<file path="src/rtl/tfaw_tracker_mr_if.sv">
// Command-issue and tFAW status bundle between the ACT scheduler and the tFAW tracker.
interface tfaw_tracker_mr_if #(
  parameter int CMD_TYPE_WIDTH        = 3,
  parameter int NUM_RANKS             = 2,
  parameter int RANK_BITS             = 1,
  parameter int TIME_CONSTRAINT_WIDTH = 8,
  parameter int CNT_WIDTH             = 3
);
  // Handshake: a command is issued in any cycle where cmd_valid_i=1; there is no
  // ready, the tracker observes every command and can only flag (never stall) it.
  logic                                       cmd_valid_i;
  logic [CMD_TYPE_WIDTH-1:0]                  cmd_type_i;
  logic [RANK_BITS-1:0]                       cmd_rank_i;
  logic [TIME_CONSTRAINT_WIDTH-1:0]           tfaw_cfg_i;
  logic                                       faw_en_i;
  logic [NUM_RANKS-1:0]                       act_allowed_o;
  logic [NUM_RANKS*TIME_CONSTRAINT_WIDTH-1:0] faw_wait_o;
  logic [NUM_RANKS*CNT_WIDTH-1:0]             act_cnt_o;
  logic                                       faw_viol_o;
  logic                                       faw_viol_sticky_o;

  modport master (
    output cmd_valid_i, cmd_type_i, cmd_rank_i, tfaw_cfg_i, faw_en_i,
    input  act_allowed_o, faw_wait_o, act_cnt_o, faw_viol_o, faw_viol_sticky_o
  );

  modport slave (
    input  cmd_valid_i, cmd_type_i, cmd_rank_i, tfaw_cfg_i, faw_en_i,
    output act_allowed_o, faw_wait_o, act_cnt_o, faw_viol_o, faw_viol_sticky_o
  );
endinterface

</file>
<file path="src/rtl/tfaw_tracker_mr.sv">
// Multi-rank tFAW tracker: per-rank countdown slots, one per ACT allowed in the window.
// Status outputs are derived from registered slot state only (plus the enable bypass).
module tfaw_tracker_mr #(
  parameter int                        CMD_TYPE_WIDTH        = 3,
  parameter logic [CMD_TYPE_WIDTH-1:0] ACT_BITS              = 3'b010,
  parameter int                        NUM_RANKS             = 2,
  parameter int                        RANK_BITS             = 1,
  parameter int                        ACT_WINDOW            = 4,
  parameter int                        TIME_CONSTRAINT_WIDTH = 8,
  parameter int                        CNT_WIDTH             = 3
) (
  input logic              clk,
  input logic              rst_n,
  tfaw_tracker_mr_if.slave bus
);
  localparam int TW = TIME_CONSTRAINT_WIDTH;

  logic [TW-1:0]        cnt_q [NUM_RANKS][ACT_WINDOW];
  logic [TW-1:0]        cnt_d [NUM_RANKS][ACT_WINDOW];
  logic                 viol_q;
  logic                 sticky_q;
  logic                 viol_d;
  logic                 is_act;
  logic                 rank_free;
  logic [NUM_RANKS-1:0] free;
  logic [TW-1:0]        load_val;

  always_comb begin
    is_act    = bus.cmd_valid_i && (bus.cmd_type_i == ACT_BITS) && bus.faw_en_i &&
                (int'(bus.cmd_rank_i) < NUM_RANKS);
    load_val  = (bus.tfaw_cfg_i == '0) ? '0 : bus.tfaw_cfg_i - TW'(1);
    free      = '0;
    rank_free = 1'b0;
    for (int r = 0; r < NUM_RANKS; r++) begin
      for (int s = 0; s < ACT_WINDOW; s++) begin
        if (cnt_q[r][s] == '0) free[r] = 1'b1;
      end
      if (RANK_BITS'(r) == bus.cmd_rank_i) rank_free = free[r];
    end
    viol_d = is_act && !rank_free;
  end

  // Decrement everything, then let an accepted ACT claim the lowest free slot of its rank.
  always_comb begin
    logic found;
    for (int r = 0; r < NUM_RANKS; r++) begin
      found = 1'b0;
      for (int s = 0; s < ACT_WINDOW; s++) begin
        cnt_d[r][s] = (cnt_q[r][s] == '0) ? '0 : cnt_q[r][s] - TW'(1);
        if (is_act && (RANK_BITS'(r) == bus.cmd_rank_i) && !found && (cnt_q[r][s] == '0)) begin
          cnt_d[r][s] = load_val;
          found       = 1'b1;
        end
      end
    end
  end

  always_comb begin
    logic [TW-1:0]        min_v;
    logic [CNT_WIDTH-1:0] busy;
    bus.act_allowed_o = '1;
    bus.faw_wait_o    = '0;
    bus.act_cnt_o     = '0;
    for (int r = 0; r < NUM_RANKS; r++) begin
      min_v = '1;
      busy  = '0;
      for (int s = 0; s < ACT_WINDOW; s++) begin
        if (cnt_q[r][s] < min_v) min_v = cnt_q[r][s];
        if (cnt_q[r][s] != '0) busy = busy + CNT_WIDTH'(1);
      end
      bus.act_allowed_o[r]           = !bus.faw_en_i || free[r];
      bus.faw_wait_o[r*TW +: TW]     = free[r] ? '0 : min_v;
      bus.act_cnt_o[r*CNT_WIDTH +: CNT_WIDTH] = busy;
    end
    bus.faw_viol_o        = viol_q;
    bus.faw_viol_sticky_o = sticky_q;
  end

  always_ff @(posedge clk) begin
    if (!rst_n) begin
      cnt_q    <= '{default: '0};
      viol_q   <= 1'b0;
      sticky_q <= 1'b0;
    end else begin
      cnt_q    <= cnt_d;
      viol_q   <= viol_d;
      sticky_q <= sticky_q | viol_d;
    end
  end
endmodule

</file>
<file path="src/flat_wrapper.sv">
// flat-port wrapper written by rule: the top's interface ports become plain ports
module tfaw_tracker_mr_flat 
#(
  parameter int                        CMD_TYPE_WIDTH        = 3,
  parameter logic [CMD_TYPE_WIDTH-1:0] ACT_BITS              = 3'b010,
  parameter int                        NUM_RANKS             = 2,
  parameter int                        RANK_BITS             = 1,
  parameter int                        ACT_WINDOW            = 4,
  parameter int                        TIME_CONSTRAINT_WIDTH = 8,
  parameter int                        CNT_WIDTH             = 3
)
  (clk, rst_n, bus_cmd_valid_i, bus_cmd_type_i, bus_cmd_rank_i, bus_tfaw_cfg_i, bus_faw_en_i, bus_act_allowed_o, bus_faw_wait_o, bus_act_cnt_o, bus_faw_viol_o, bus_faw_viol_sticky_o);
  tfaw_tracker_mr_if #(.CMD_TYPE_WIDTH(CMD_TYPE_WIDTH), .NUM_RANKS(NUM_RANKS), .RANK_BITS(RANK_BITS), .TIME_CONSTRAINT_WIDTH(TIME_CONSTRAINT_WIDTH), .CNT_WIDTH(CNT_WIDTH)) bus_i ();
  input logic clk;
  input logic rst_n;
  input wire logic [$bits(bus_i.cmd_valid_i)-1:0] bus_cmd_valid_i;
  input wire logic [$bits(bus_i.cmd_type_i)-1:0] bus_cmd_type_i;
  input wire logic [$bits(bus_i.cmd_rank_i)-1:0] bus_cmd_rank_i;
  input wire logic [$bits(bus_i.tfaw_cfg_i)-1:0] bus_tfaw_cfg_i;
  input wire logic [$bits(bus_i.faw_en_i)-1:0] bus_faw_en_i;
  output wire logic [$bits(bus_i.act_allowed_o)-1:0] bus_act_allowed_o;
  output wire logic [$bits(bus_i.faw_wait_o)-1:0] bus_faw_wait_o;
  output wire logic [$bits(bus_i.act_cnt_o)-1:0] bus_act_cnt_o;
  output wire logic [$bits(bus_i.faw_viol_o)-1:0] bus_faw_viol_o;
  output wire logic [$bits(bus_i.faw_viol_sticky_o)-1:0] bus_faw_viol_sticky_o;
  assign bus_i.cmd_valid_i = bus_cmd_valid_i;
  assign bus_i.cmd_type_i = bus_cmd_type_i;
  assign bus_i.cmd_rank_i = bus_cmd_rank_i;
  assign bus_i.tfaw_cfg_i = bus_tfaw_cfg_i;
  assign bus_i.faw_en_i = bus_faw_en_i;
  assign bus_act_allowed_o = bus_i.act_allowed_o;
  assign bus_faw_wait_o = bus_i.faw_wait_o;
  assign bus_act_cnt_o = bus_i.act_cnt_o;
  assign bus_faw_viol_o = bus_i.faw_viol_o;
  assign bus_faw_viol_sticky_o = bus_i.faw_viol_sticky_o;
  tfaw_tracker_mr #(.CMD_TYPE_WIDTH(CMD_TYPE_WIDTH), .ACT_BITS(ACT_BITS), .NUM_RANKS(NUM_RANKS), .RANK_BITS(RANK_BITS), .ACT_WINDOW(ACT_WINDOW), .TIME_CONSTRAINT_WIDTH(TIME_CONSTRAINT_WIDTH), .CNT_WIDTH(CNT_WIDTH)) u_core (.clk(clk), .rst_n(rst_n), .bus(bus_i));
endmodule
</file>
<file path="config.mk">
export PLATFORM = sky130hd
export DESIGN_NAME = tfaw_tracker_mr_flat
export DESIGN_NICKNAME = d
export VERILOG_FILES = /design/src/rtl/tfaw_tracker_mr_if.sv /design/src/rtl/tfaw_tracker_mr.sv /design/src/flat_wrapper.sv
export SDC_FILE = /design/constraint.sdc
export NUM_CORES = 1
export LEC_CHECK = 0
export CAP_MARGIN = 30
export CORE_ASPECT_RATIO = 0.75
export CORE_MARGIN = 2
export CORE_UTILIZATION = 36
export DETAILED_ROUTE_END_ITERATION = 10
export SKIP_CTS_REPAIR_TIMING = 1
export SYNTH_ARGS = -nofsm -noshare
export SYNTH_HDL_FRONTEND = slang
export SYNTH_SLANG_ARGS = --single-unit
</file>
<file path="constraint.sdc">
create_clock -name clk -period 8.9 [get_ports clk]
set_clock_uncertainty 0.2 [all_clocks]
set_input_delay 1.78 -clock clk [delete_from_list [all_inputs] [get_ports clk]]
set_output_delay 1.78 -clock clk [all_outputs]
set_load 0.05 [all_outputs]
</file>
Yosys cells after proc, flatten, opt, wreduce, memory -nomap -nowiden
Cells that the tools add are included.
{"block": "word_totals", "reg_bits": 66, "output_inout_bits": 26, "word_cells": 132}
{"block": "op_classes", "addsub": 15, "magnitude_cmp": 8, "eq_ne": 1, "n_mux": 50, "n_bitwise": 2, "reduce_logical": 46}
{"cell": "$mux W8", "n": 27}
{"cell": "$logic_not A8 Y1", "n": 9}
{"cell": "$sub A8 B1 Y8 const B", "n": 9}
{"cell": "$reduce_bool A8 Y1", "n": 8}
{"cell": "$lt A8 B8 Y1", "n": 6}
{"cell": "$logic_and A1 B1 Y1", "n": 19}
{"cell": "$mux W3", "n": 6}
{"cell": "$mux W1", "n": 17}
{"cell": "$lt A8 B8 Y1 const B", "n": 2}
{"cell": "$add A3 B1 Y3 const B", "n": 4}
{"cell": "$logic_not A1 Y1", "n": 8}
{"cell": "$add A1 B1 Y2 const B", "n": 2}
{"cell": "$eq A3 B2 Y1 const B", "n": 1}
{"cell": "$logic_or A1 B1 Y1", "n": 2}
{"cell": "$not A1 Y1", "n": 1}
{"cell": "$or A1 B1 Y1", "n": 1}

Depth between registers and ports, before layout
Gate-level depths: netlist of the first run.
{"block": "depth", "depth_word": 18, "depth_mapped": 27}

Worst setup path before layout of the first run
Ideal clock, no wire load.
{"block": "synth_path", "kind": "register to output", "from": "reg u_core.cnt_q[62] in the netlist's numbering", "to": "out bus_faw_wait_o[1]", "t_arrival_ns": 5.748, "required_ns": 6.920, "path_slack_ns": 1.172, "path_stages_with_launch": 24, "path_buffers": 1, "path_cell_list": "dfxtp_1 > inv_1 > ha_1 > nand3_1 > a2111oi_4 > a21o_1 > buf_2 > mux2_2 > inv_1 > ha_1 > a21o_1 > a21o_1 > a221o_1 > nor2_1 > a31oi_4 > mux2i_1 > ha_1 > a21o_1 > a21o_1 > a21oi_1 > nand2_1 > o31ai_2 > nor2b_1 > a211oi_1"}
{"block": "synth_via", "elab_chain_len": 9, "elab_cells_between_ends": 14}
{"item": "start: declaration", "line_no": "tfaw_tracker_mr.sv:18", "rtl": "logic [TW-1:0] cnt_q [NUM_RANKS][ACT_WINDOW];"}
{"item": "start signal: assignment", "line_no": "tfaw_tracker_mr.sv:85", "rtl": "cnt_q <= cnt_d;"}
{"item": "$lt A8 B8 Y1", "line_no": "tfaw_tracker_mr.sv:68", "rtl": "if (cnt_q[r][s] < min_v) min_v = cnt_q[r][s];"}
{"item": "$mux W8", "line_no": "tfaw_tracker_mr.sv:68"}
{"item": "$lt A8 B8 Y1", "line_no": "tfaw_tracker_mr.sv:68"}
{"item": "$mux W8", "line_no": "tfaw_tracker_mr.sv:68"}
{"item": "$lt A8 B8 Y1", "line_no": "tfaw_tracker_mr.sv:68"}
{"item": "$mux W8", "line_no": "tfaw_tracker_mr.sv:68"}
{"item": "$lt A8 B8 Y1", "line_no": "tfaw_tracker_mr.sv:68"}
{"item": "$mux W8", "line_no": "tfaw_tracker_mr.sv:68"}
{"item": "$mux W8 *", "line_no": "tfaw_tracker_mr.sv:72", "rtl": "bus.faw_wait_o[r*TW +: TW] = free[r] ? '0 : min_v;"}
{"item": "end: declaration", "line_no": "flat_wrapper.sv:22", "rtl": "output wire logic [$bits(bus_i.faw_wait_o)-1:0] bus_faw_wait_o;"}
Every way passes the cells marked *; elsewhere a longest branch is shown, timed or not.

Worst setup path in the final report of the first run
{"block": "layout_path", "from": "reg u_core.cnt_q[30] in the netlist's numbering", "to": "out bus_faw_wait_o[13]"}
Same word-level chain as after synthesis.

==> results by group, run 1 <==
Run status
  – Run status: complete, no violations

Finish
  – Layout net count: 807
  – Share of layout cells above drive strength 1: 7.30%
  – Final core utilization: 42.5%
  – Sequential Area: 1320 µm²
  – Area Growth Syn to Fin: 15.5%
  – Final instance area: 6490 µm²
  – Area of the multi-input gates: 4000 µm²
  – Diodes inserted: 0
  – Fill cells: 1496

Synthesis
  – Synth top area share: 23.5%
  – Number of flops mapped to enable cells by yosys: 0
  – Yosys warns: 0
  – Primary FF master, synth: dfxtp_1
  – Sequential element share of the synthesized area: 23.5%
  – Avg Inst Size Synth: 8.00 µm²
  – Yosys reg bits: 66
  – Largest area contributor in the netlist: dfxtp_1
  – Synth top area cells: dfxtp_1 (24%), ha_1 (12%), nand2_1 (4.1%)
  – Synth async-reset ratio: 0%
  – Post-Syn Area: 5620 µm²
  – Syn_nets: 775
  – Synth cell types: 70
  – Syn Inst Count: 703

Critical path
  – Critical path startpoint category: register
  – Critical path type: reg -> out
  – Crit path arrival time: 6.43 ns
  – CP endpoint kind: output port
  – Critical path fanouts, max: 23
  – Worst path required time: 6.92 ns

Routing
  – # DRC: 0
  – Post-Route WL: 16300 µm
  – WL per Instance: 17.3 µm
  – Vias: 5319
  – Initial detailed-routing violation count: 536
  – Via density: 5.63
  – Routed Antenna Nets: 0
  – Drt pass-1 iters: 5

Global route
  – Total GRT Usage: 19.9%
  – Initial antenna violation count: 1
  – First-pass GRT wire length: 26200 µm
  – Vias in the first global route: 4915
  – Total global routing overflow: 0
  – Largest net degree at the start of global routing: 67

Timing
  – Final period utilization: 94.5%
  – Final hold vios: 0
  – Setup TNS: 0 ns
  – RSZ-0062 raised after global routing: no
  – Fmax: 119 MHz
  – Final Setup Violations: 0
  – Slew HR: 41.4%
  – Slew of the pin with the lowest slew margin: 0.874 ns
  – Min setup slack post-route: 0.486 ns
  – Slew Limit Fails: 0
  – Minimum clock period: 8.41 ns

Min path
  – Worst Hold Class: reg -> reg

Clock tree
  – Skew-Pair Late Insertion Delay: 0.33 ns
  – H-tree depth: 3
  – Root Driver: clkbuf_16
  – TritonCTS Buffers: 9
  – Worst-path clk slew: 0.06 ns
  – CTS tree: yes
  – CTS max path bufs: 2
  – Sink Count: 66

Floorplanning
  – Effective utilization at floorplan: 36.8%
  – Die Wd: 148 µm
  – Die Height: 112 µm
  – Die footprint: 16600 µm²
  – Boundary pin count: 42
  – Row cnt: 39
  – Core ar.: 15300 µm²

Placed design
  – HPWL after DPL: 12400 µm
  – Dpl ws: 0.405 ns
  – Placed cell areas: 6200 µm²
  – Number of port buffers: 41
  – Final Wtd Congestion: 0.949

Flow run
  – Maxcap violations: 0
-- cell usage in the layout (no fill, tap or decap), drive strengths merged, types with 15 or more instances in the layout --
master	n
dfxtp	66
xor2	16
and3	16
nor2	32
xnor2	25
nor2b	16
inv	48
nand3	25
nor3	42
nand2	62
o21ai	32
and2	34
clkdlybuf4s50	25
clkbuf	15
o22ai	28
mux2i	20
a21oi	31
ha	56
-- path summary, 6_finish.rpt --
path	from	to	slack (ns)	cells past startpoint
hold reg to reg	u_core.bus.faw_viol_sticky_o	u_core.bus.faw_viol_sticky_o	0.32	1
setup reg to reg	u_core.cnt_q[24]	u_core.bus.faw_viol_sticky_o	5.20	13
setup / recovery	u_core.cnt_q[30]	bus_faw_wait_o[13]	0.49	25
hold / removal	u_core.bus.faw_viol_sticky_o	u_core.bus.faw_viol_sticky_o	0.32	1
-- cell families after synthesis --
group	synth area share, %
AOI/OAI and AO/OA	19.6
xor gates and xnor gates	6.39
adders and majority gates	12.5
buffers and inverters	5.36
DFF	23.5
muxes	5.96
and+or+nand+nor	26.7
-- worst max-delay path, stage by stage (launching register included) --
cell and delay, ns:
dfxtp_1 0.47, inv_1 0.15, ha_1 0.31, o21a_1 0.20, a21oi_2 0.24, and3_1 0.33, nor3_1 0.07, a21oi_1 0.23
ha_1 0.30, and2_1 0.16, a221oi_1 0.42, o211a_1 0.22, nand3_1 0.08, and3_1 0.43, nand2_1 0.18, o21ai_0 0.12
ha_1 0.34, a21o_1 0.19, a21oi_1 0.18, o22ai_1 0.13, nor2_1 0.15, nand3_1 0.10, o32a_1 0.24, nand2_2 0.20
mux2i_1 0.22, dlymetal6s2s_1 0.45
-- sequential cells by signal, summed over array words and instances, names as in the netlist --
signal and flops:
u_core.cnt_q 64, u_core.bus.faw_viol_o 1, u_core.bus.faw_viol_sticky_o 1
-- Yosys cell counts, types with 3 or more instances --
library cell,count
a211oi_1,3
nand2b_1,5
and3_1,16
ha_1,56
nor3_2,4
clkbuf_1,16
or2_0,3
nor2_1,32
nor2b_1,16
o211ai_1,7
mux2_2,10
o21ai_0,30
a21oi_1,30
a21o_1,13
nand3_1,25
buf_6,3
nand2_1,61
o21a_1,6
o22ai_1,28
dfxtp_1,66
mux2i_1,20
xnor2_1,25
a21boi_0,12
nor3b_1,5
nand4_1,7
nor3_1,36
buf_2,4
xor2_1,16
a221oi_1,5
inv_1,46
and2_1,34
or3_1,12
-- metrics by stage --
step	hold WS, ns	instances
floorplan	0.311	703
finish	0.316	945
detailed placement	0.314	929
CTS	0.327	945
global placement	0.308	928
global route	0.331	945
-- routing by layer --
layer | vias up | global-route usage (%) | wire length (µm)
met1 | 2489 | 31.0 | 8450
met2 | 214 | 28.3 | 6640
li1 | 2597 | - | -
met4 | 0 | 5.08 | 247
met5 | - | 0 | 0
met3 | 19 | 2.93 | 1020
-- layout make-up --
class | instances | area share, %
Multi-Input combinational cell | 565 | 61.6
Sequential cell | 66 | 20.3
Timing Repair Buffer | 45 | 6.94
Tap cell | 205 | 3.95
Clock buffer | 11 | 3.58
Inverter | 48 | 2.77
Clock inverter | 5 | 0.848
Power of run 1 is not shown: default switching activity piles up to over one toggle a cycle in this logic, so the estimate is an artifact.
==> run 2, diff against run 1 <==
==> constraint.sdc (replaced) <==
create_clock -name clk -period 9.3 [get_ports clk]
set_clock_uncertainty 0.2 [all_clocks]
set_input_delay 1.86 -clock clk [delete_from_list [all_inputs] [get_ports clk]]
set_output_delay 1.86 -clock clk [all_outputs]
set_load 0.05 [all_outputs]
==> results by group, run 2 (same netlist as run 1, synthesis figures left out) <==
Run status
  – Run status: complete, no violations (unchanged)

Finish
  – Max reg flops: 64 (unchanged)
  – Largest Register: u_core.cnt_q (unchanged)
  – Share of layout cells above drive strength 1: 6.89% (was 7.30%)
  – Most frequent cells in the layout: dfxtp_1 (66), nand2_1 (61), ha_1 (56), inv_1 (46), clkdlybuf4s50_1 (39) (was dfxtp_1 (66), nand2_1 (61), ha_1 (56), inv_1 (46), nor3_1 (36))
  – Area Growth Syn to Fin: 15.8% (was 15.5%)
  – Commonest non-fill, non-tap cell in the layout: dfxtp_1 (unchanged)
  – Diodes inserted: 0 (unchanged)
  – Layout net count: 807 (unchanged)
  – Final core utilization: 42.6% (was 42.5%)
  – Fill cells: 1521 (was 1496)
  – Fin cells: 945 (unchanged)

Routing
  – Via density: 5.57 (was 5.63)
  – Vias: 5266 (was 5319)
  – Initial detailed-routing violation count: 450 (was 536)
  – WL per Instance: 16.9 µm (was 17.3 µm)
  – # DRC: 0 (unchanged)
  – Post-Route WL: 16000 µm (was 16300 µm)
  – Drt pass-1 iters: 5 (unchanged)
  – Routed Antenna Nets: 0 (unchanged)

Timing
  – Fmax: 113 MHz
  – Slew of the pin with the lowest slew margin: 0.921 ns (was 0.874 ns)
  – Slew Limit Fails: 0 (unchanged)
  – Minimum clock period: 8.86 ns
  – Final period utilization: 95.3%
  – Final Setup Violations: 0 (unchanged)
  – Final hold vios: 0 (unchanged)
  – Setup TNS: 0 ns (unchanged)
  – Slew HR: 38.2% (was 41.4%)
  – RSZ-0062 raised after global routing: no (unchanged)

Floorplanning
  – Die footprint: 16600 µm² (unchanged)
  – Die Height: 112 µm (unchanged)
  – Core ar.: 15300 µm² (unchanged)
  – Effective utilization at floorplan: 36.8% (unchanged)
  – Die Wd: 148 µm (unchanged)
  – Row cnt: 39 (unchanged)
  – Boundary pin count: 42 (unchanged)

Critical path
  – CP endpoint kind: output port (unchanged)
  – Critical path startpoint category: register (unchanged)
  – R2r worst-path depth: 13 (unchanged)
  – Reg2reg start: u_core.cnt_q[24] (unchanged)
  – Critical path fanouts, max: 12 (was 23)
  – FF-to-FF End: u_core.bus.faw_viol_sticky_o (unchanged)
  – Critical path type: reg -> out (unchanged)
  – Crit path arrival time: 6.80 ns (was 6.43 ns)
  – R2R setup slack: 5.61 ns (was 5.20 ns)
  – Worst path required time: 7.24 ns (was 6.92 ns)

Flow run
  – Maxcap violations: 0 (unchanged)

Min path
  – Worst hold start: u_core.bus.faw_viol_sticky_o (unchanged)
  – Hold EP: u_core.bus.faw_viol_sticky_o (unchanged)
  – Worst Hold Depth: 1 (unchanged)
  – Worst Hold Class: reg -> reg (unchanged)

Global route
  – Largest net degree at the start of global routing: 67 (unchanged)
  – First-pass GRT wire length: 25500 µm (was 26200 µm)
  – Met2 Track Usage GR: 26.9% (was 28.3%)
  – GRT Max-Usage Layer: met1 (unchanged)
  – Vias in the first global route: 4836 (was 4915)
  – Met1 Track Usage GR: 29.4% (was 31.0%)
  – Global-route met3 utilization: 5.37% (was 2.93%)
  – Total global routing overflow: 0 (unchanged)
  – Initial antenna violation count: 0 (was 1)
  – Total GRT Usage: 19.3% (was 19.9%)

Clock tree
  – Skew-Pair Late Insertion Delay: 0.34 ns (was 0.33 ns)
  – CTS max path bufs: 2 (unchanged)
  – TritonCTS Buffers: 9 (unchanged)
  – CTS tree: yes (unchanged)
  – Worst-path clk slew: 0.06 ns (about the same)
  – Sink Count: 66 (unchanged)
  – Root Driver: clkbuf_16 (unchanged)
  – H-tree depth: 3 (unchanged)

Placed design
  – Post-Place Cells: 929 (unchanged)
  – Final Wtd Congestion: 0.946 (was 0.949)
  – Number of port buffers: 41 (unchanged)
  – HPWL after DPL: 12200 µm (was 12400 µm)
[run 2: cell count changes in the layout (fill, tap and decap cells not counted)]
cell / previous run / this run
clkbuf_8: 0 / 2
clkdlybuf4s50_1: 25 / 39
clkbuf_1: 2 / 1
dlymetal6s2s_1: 12 / 2
clkbuf_2: 4 / 0
clkinv_2: 2 / 1
[run 2: critical path, cell delays in order (launching register included)]
cell	delay, ns
dfxtp_1	0.48
inv_1	0.08
ha_1	0.30
nand3_1	0.13
a2111oi_4	0.39
a21o_1	0.32
mux2_2	0.40
inv_1	0.06
ha_1	0.24
a21o_1	0.19
a21o_1	0.17
a221o_1	0.35
nor2_1	0.28
a31oi_4	0.20
mux2i_1	0.30
ha_1	0.30
a21o_1	0.16
a21o_1	0.17
a21oi_1	0.18
nand2_1	0.09
o31ai_2	0.18
buf_4	0.21
mux2_2	0.35
nor2_1	0.09
clkdlybuf4s50_1	0.82
[run 2: layout make-up]
| type | count | area (µm²) | share of cell area [%] |
|---|---|---|---|
| Multi-Input combinational cell | 565 | 4000 | 61.4 |
| Sequential cell | 66 | 1320 | 20.3 |
| Timing Repair Buffer | 45 | 445 | 6.84 |
| Clock buffer | 12 | 256 | 3.94 |
| Tap cell | 205 | 256 | 3.94 |
| Inverter | 48 | 180 | 2.77 |
| Clock inverter | 4 | 50.0 | 0.769 |
[run 2: through the flow]
stage | setup WS [ns] | cell area (µm²) | hold WS (ns)
global route | 0.00628 | 6510 | 0.325
global placement | 0.903 | 6190 | 0.307
floorplan | 1.49 | 5620 | 0.311
detailed placement | 0.801 | 6200 | 0.308
CTS | 0.405 | 6500 | 0.322
finish | 0.440 | 6510 | 0.301
[run 2: worst max-delay path by stage]
stage / start / to / slack [ns] / depth (start not counted)
5_1_grt: u_core.cnt_q[62] / bus_faw_wait_o[5] / 0.006 / 24
3_3_place_gp: u_core.cnt_q[62] / bus_faw_wait_o[4] / 0.90 / 24
4_1_cts: u_core.cnt_q[62] / bus_faw_wait_o[4] / 0.40 / 24
3_5_place_dp: u_core.cnt_q[62] / bus_faw_wait_o[4] / 0.80 / 24
2_1_floorplan: u_core.cnt_q[62] / bus_faw_wait_o[1] / 1.49 / 23
6_report: u_core.cnt_q[62] / bus_faw_wait_o[5] / 0.44 / 24
[run 2: metal layers]
metal / vias up / routed length [µm]
li1: 2603 / -
met1: 2438 / 8080
met2: 209 / 6380
met3: 16 / 1280
met4: 0 / 220
met5: - / 0
Power of run 2 is left out for the same reason.
==> run 3, diff against run 2 <==
--- a/config.mk
+++ b/config.mk
@@ -10,6 +10,7 @@
 export CORE_MARGIN = 2
 export CORE_UTILIZATION = 36
 export DETAILED_ROUTE_END_ITERATION = 10
+export MAX_ROUTING_LAYER = met4
 export SKIP_CTS_REPAIR_TIMING = 1
 export SYNTH_ARGS = -nofsm -noshare
 export SYNTH_HDL_FRONTEND = slang
==> results by group, run 3 (same netlist as run 1, synthesis figures left out) <==
Routing
  – Vias: 5264 (was 5266)
  – Post-Route WL: 16000 µm (about the same)
  – Routed Antenna Nets: 0 (unchanged)
  – WL per Instance: 16.9 µm (about the same)
  – # DRC: 0 (unchanged)
  – Drt pass-1 iters: 5 (unchanged)
  – Initial detailed-routing violation count: 494 (was 450)
  – Via density: 5.58 (was 5.57)

Global route
  – Largest net degree at the start of global routing: 67 (unchanged)
  – Vias in the first global route: 4850 (was 4836)
  – Met2 Track Usage GR: 27.5% (was 26.9%)
  – GRT Max-Usage Layer: met1 (unchanged)
  – Met1 Track Usage GR: 29.7% (was 29.4%)
  – Initial antenna violation count: 0 (unchanged)
  – Total global routing overflow: 0 (unchanged)
  – Total GRT Usage: 19.8% (was 19.3%)
  – First-pass GRT wire length: 25600 µm (was 25500 µm)
  – Global-route met3 utilization: 4.31% (was 5.37%)

Critical path
  – Worst path required time: 7.24 ns (about the same)
  – Cell family contributing the most delay on the critical path: compound AO/OA/AOI/OAI gates (unchanged)
  – Delay of the slowest critical-path stage: 0.82 ns (about the same)
  – Highest-delay cell along the critical path: clkdlybuf4s50_1 (unchanged)
  – CP endpoint kind: output port (unchanged)
  – Critical path startpoint category: register (unchanged)
  – Bufs and invs on worst path: 4 (unchanged)
  – Critical path type: reg -> out (unchanged)
  – Worst path cell trace: inv_1 -> ha_1 -> nand3_1 -> a2111oi_4 -> a21o_1 -> mux2_2 -> inv_1 -> ha_1 -> a21o_1 -> a21o_1 -> a221o_1 -> nor2_1 -> a31oi_4 -> mux2i_1 -> ha_1 -> a21o_1 -> a21o_1 -> a21oi_1 -> nand2_1 -> o31ai_2 -> buf_4 -> mux2_2 -> nor2_1 -> clkdlybuf4s50_1 (unchanged)
  – Critical Path Most Common Cell: a21o_1 (unchanged)
  – Critical path fanouts, max: 12 (unchanged)
  – Crit path arrival time: 6.89 ns (was 6.80 ns)

Finish
  – Most frequent cells in the layout: dfxtp_1 (66), nand2_1 (61), ha_1 (56), inv_1 (46), clkdlybuf4s50_1 (41) (was dfxtp_1 (66), nand2_1 (61), ha_1 (56), inv_1 (46), clkdlybuf4s50_1 (39))
  – Fin cells: 944 (was 945)
  – Diodes inserted: 0 (unchanged)
  – Max reg flops: 64 (unchanged)
  – Area Growth Syn to Fin: 14.8% (was 15.8%)
  – Final core utilization: 42.2% (was 42.6%)
  – Share of layout cells above drive strength 1: 6.50% (was 6.89%)
  – Commonest non-fill, non-tap cell in the layout: dfxtp_1 (unchanged)
  – Largest Register: u_core.cnt_q (unchanged)
  – Layout net count: 807 (unchanged)

Clock tree
  – CTS tree: yes (unchanged)
  – Root Driver: clkbuf_16 (unchanged)
  – Sink Count: 66 (unchanged)
  – Skew-Pair Late Insertion Delay: 0.33 ns (was 0.34 ns)
  – Worst-path clk slew: 0.05 ns (was 0.06 ns)
  – TritonCTS Buffers: 9 (unchanged)
  – H-tree depth: 3 (unchanged)
  – CTS max path bufs: 2 (unchanged)

Run status
  – Run status: complete, no violations (unchanged)

Timing
  – Fmax: 112 MHz (was 113 MHz)
  – Setup TNS: 0 ns (unchanged)
  – Slew HR: 43.5% (was 38.2%)
  – Final hold vios: 0 (unchanged)
  – RSZ-0062 raised after global routing: no (unchanged)
  – Final period utilization: 96.2% (was 95.3%)
  – Slew of the pin with the lowest slew margin: 0.843 ns (was 0.921 ns)
  – Slew Limit Fails: 0 (unchanged)
  – Hold slack: 0.313 ns (was 0.301 ns)
  – Final Setup Violations: 0 (unchanged)
  – Minimum clock period: 8.95 ns (was 8.86 ns)

Placed design
  – Final Wtd Congestion: 0.992 (was 0.946)
  – Post-Place Cells: 929 (unchanged)
  – HPWL after DPL: 12200 µm (about the same)
  – Number of port buffers: 41 (unchanged)

Floorplanning
  – Boundary pin count: 42 (unchanged)
  – Die footprint: 16600 µm² (unchanged)
  – Core ar.: 15300 µm² (unchanged)
  – Die Wd: 148 µm (unchanged)
  – Effective utilization at floorplan: 36.8% (unchanged)
  – Row cnt: 39 (unchanged)
  – Die Height: 112 µm (unchanged)

Min path
  – Worst Hold Class: reg -> reg (unchanged)

Flow run
  – Maxcap violations: 0 (unchanged)
-- run 3: worst paths after layout --
check	from	to	slack [ns]	cells after the start
worst min-delay path	u_core.bus.faw_viol_sticky_o	u_core.bus.faw_viol_sticky_o	0.31	1
worst min register to register	u_core.bus.faw_viol_sticky_o	u_core.bus.faw_viol_sticky_o	0.31	1
worst max register to register	u_core.cnt_q[24]	u_core.bus.faw_viol_sticky_o	5.64	13
worst max-delay path	u_core.cnt_q[62]	bus_faw_wait_o[4]	0.35	24
-- run 3: final cells by class --
| cell class | instances | area [µm²] |
|---|---|---|
| clock buffers | 12 | 236 |
| clock inverters | 3 | 17.5 |
| fillers | 1530 | 8820 |
| inverters | 48 | 180 |
| multi-input cells | 565 | 4000 |
| flip-flops and latches | 66 | 1320 |
| well taps | 205 | 256 |
| repair buffers | 45 | 440 |
-- run 3: layer usage --
layer | part of all wire, % | vias to the layer above
li1 | - | 2597
met1 | 51 | 2457
met3 | 7.2 | 21
met4 | 0.98 | 0
met5 | 0 | -
met2 | 41 | 189
-- run 3: metrics by stage --
step | cell area (µm²) | worst slack (ns)
floorplan | 5620 | 1.49
global placement | 6190 | 0.902
detailed placement | 6200 | 0.794
CTS | 6450 | 0.416
global route | 6450 | 0.00146
finish | 6450 | 0.353
-- run 3: worst reg2reg max path, delay by kind of cell, from the launching register on --
| family | cells | cell delay, ns |
|---|---|---|
| flip-flops | 1 | 0.34 |
| AND/OR/NAND/NOR | 6 | 1.68 |
| buffers and inverters | 2 | 0.30 |
| AO/OA/AOI/OAI | 3 | 0.56 |
| adder cells (fa/ha/maj) | 2 | 0.48 |
Power of run 3 is left out for the same reason.
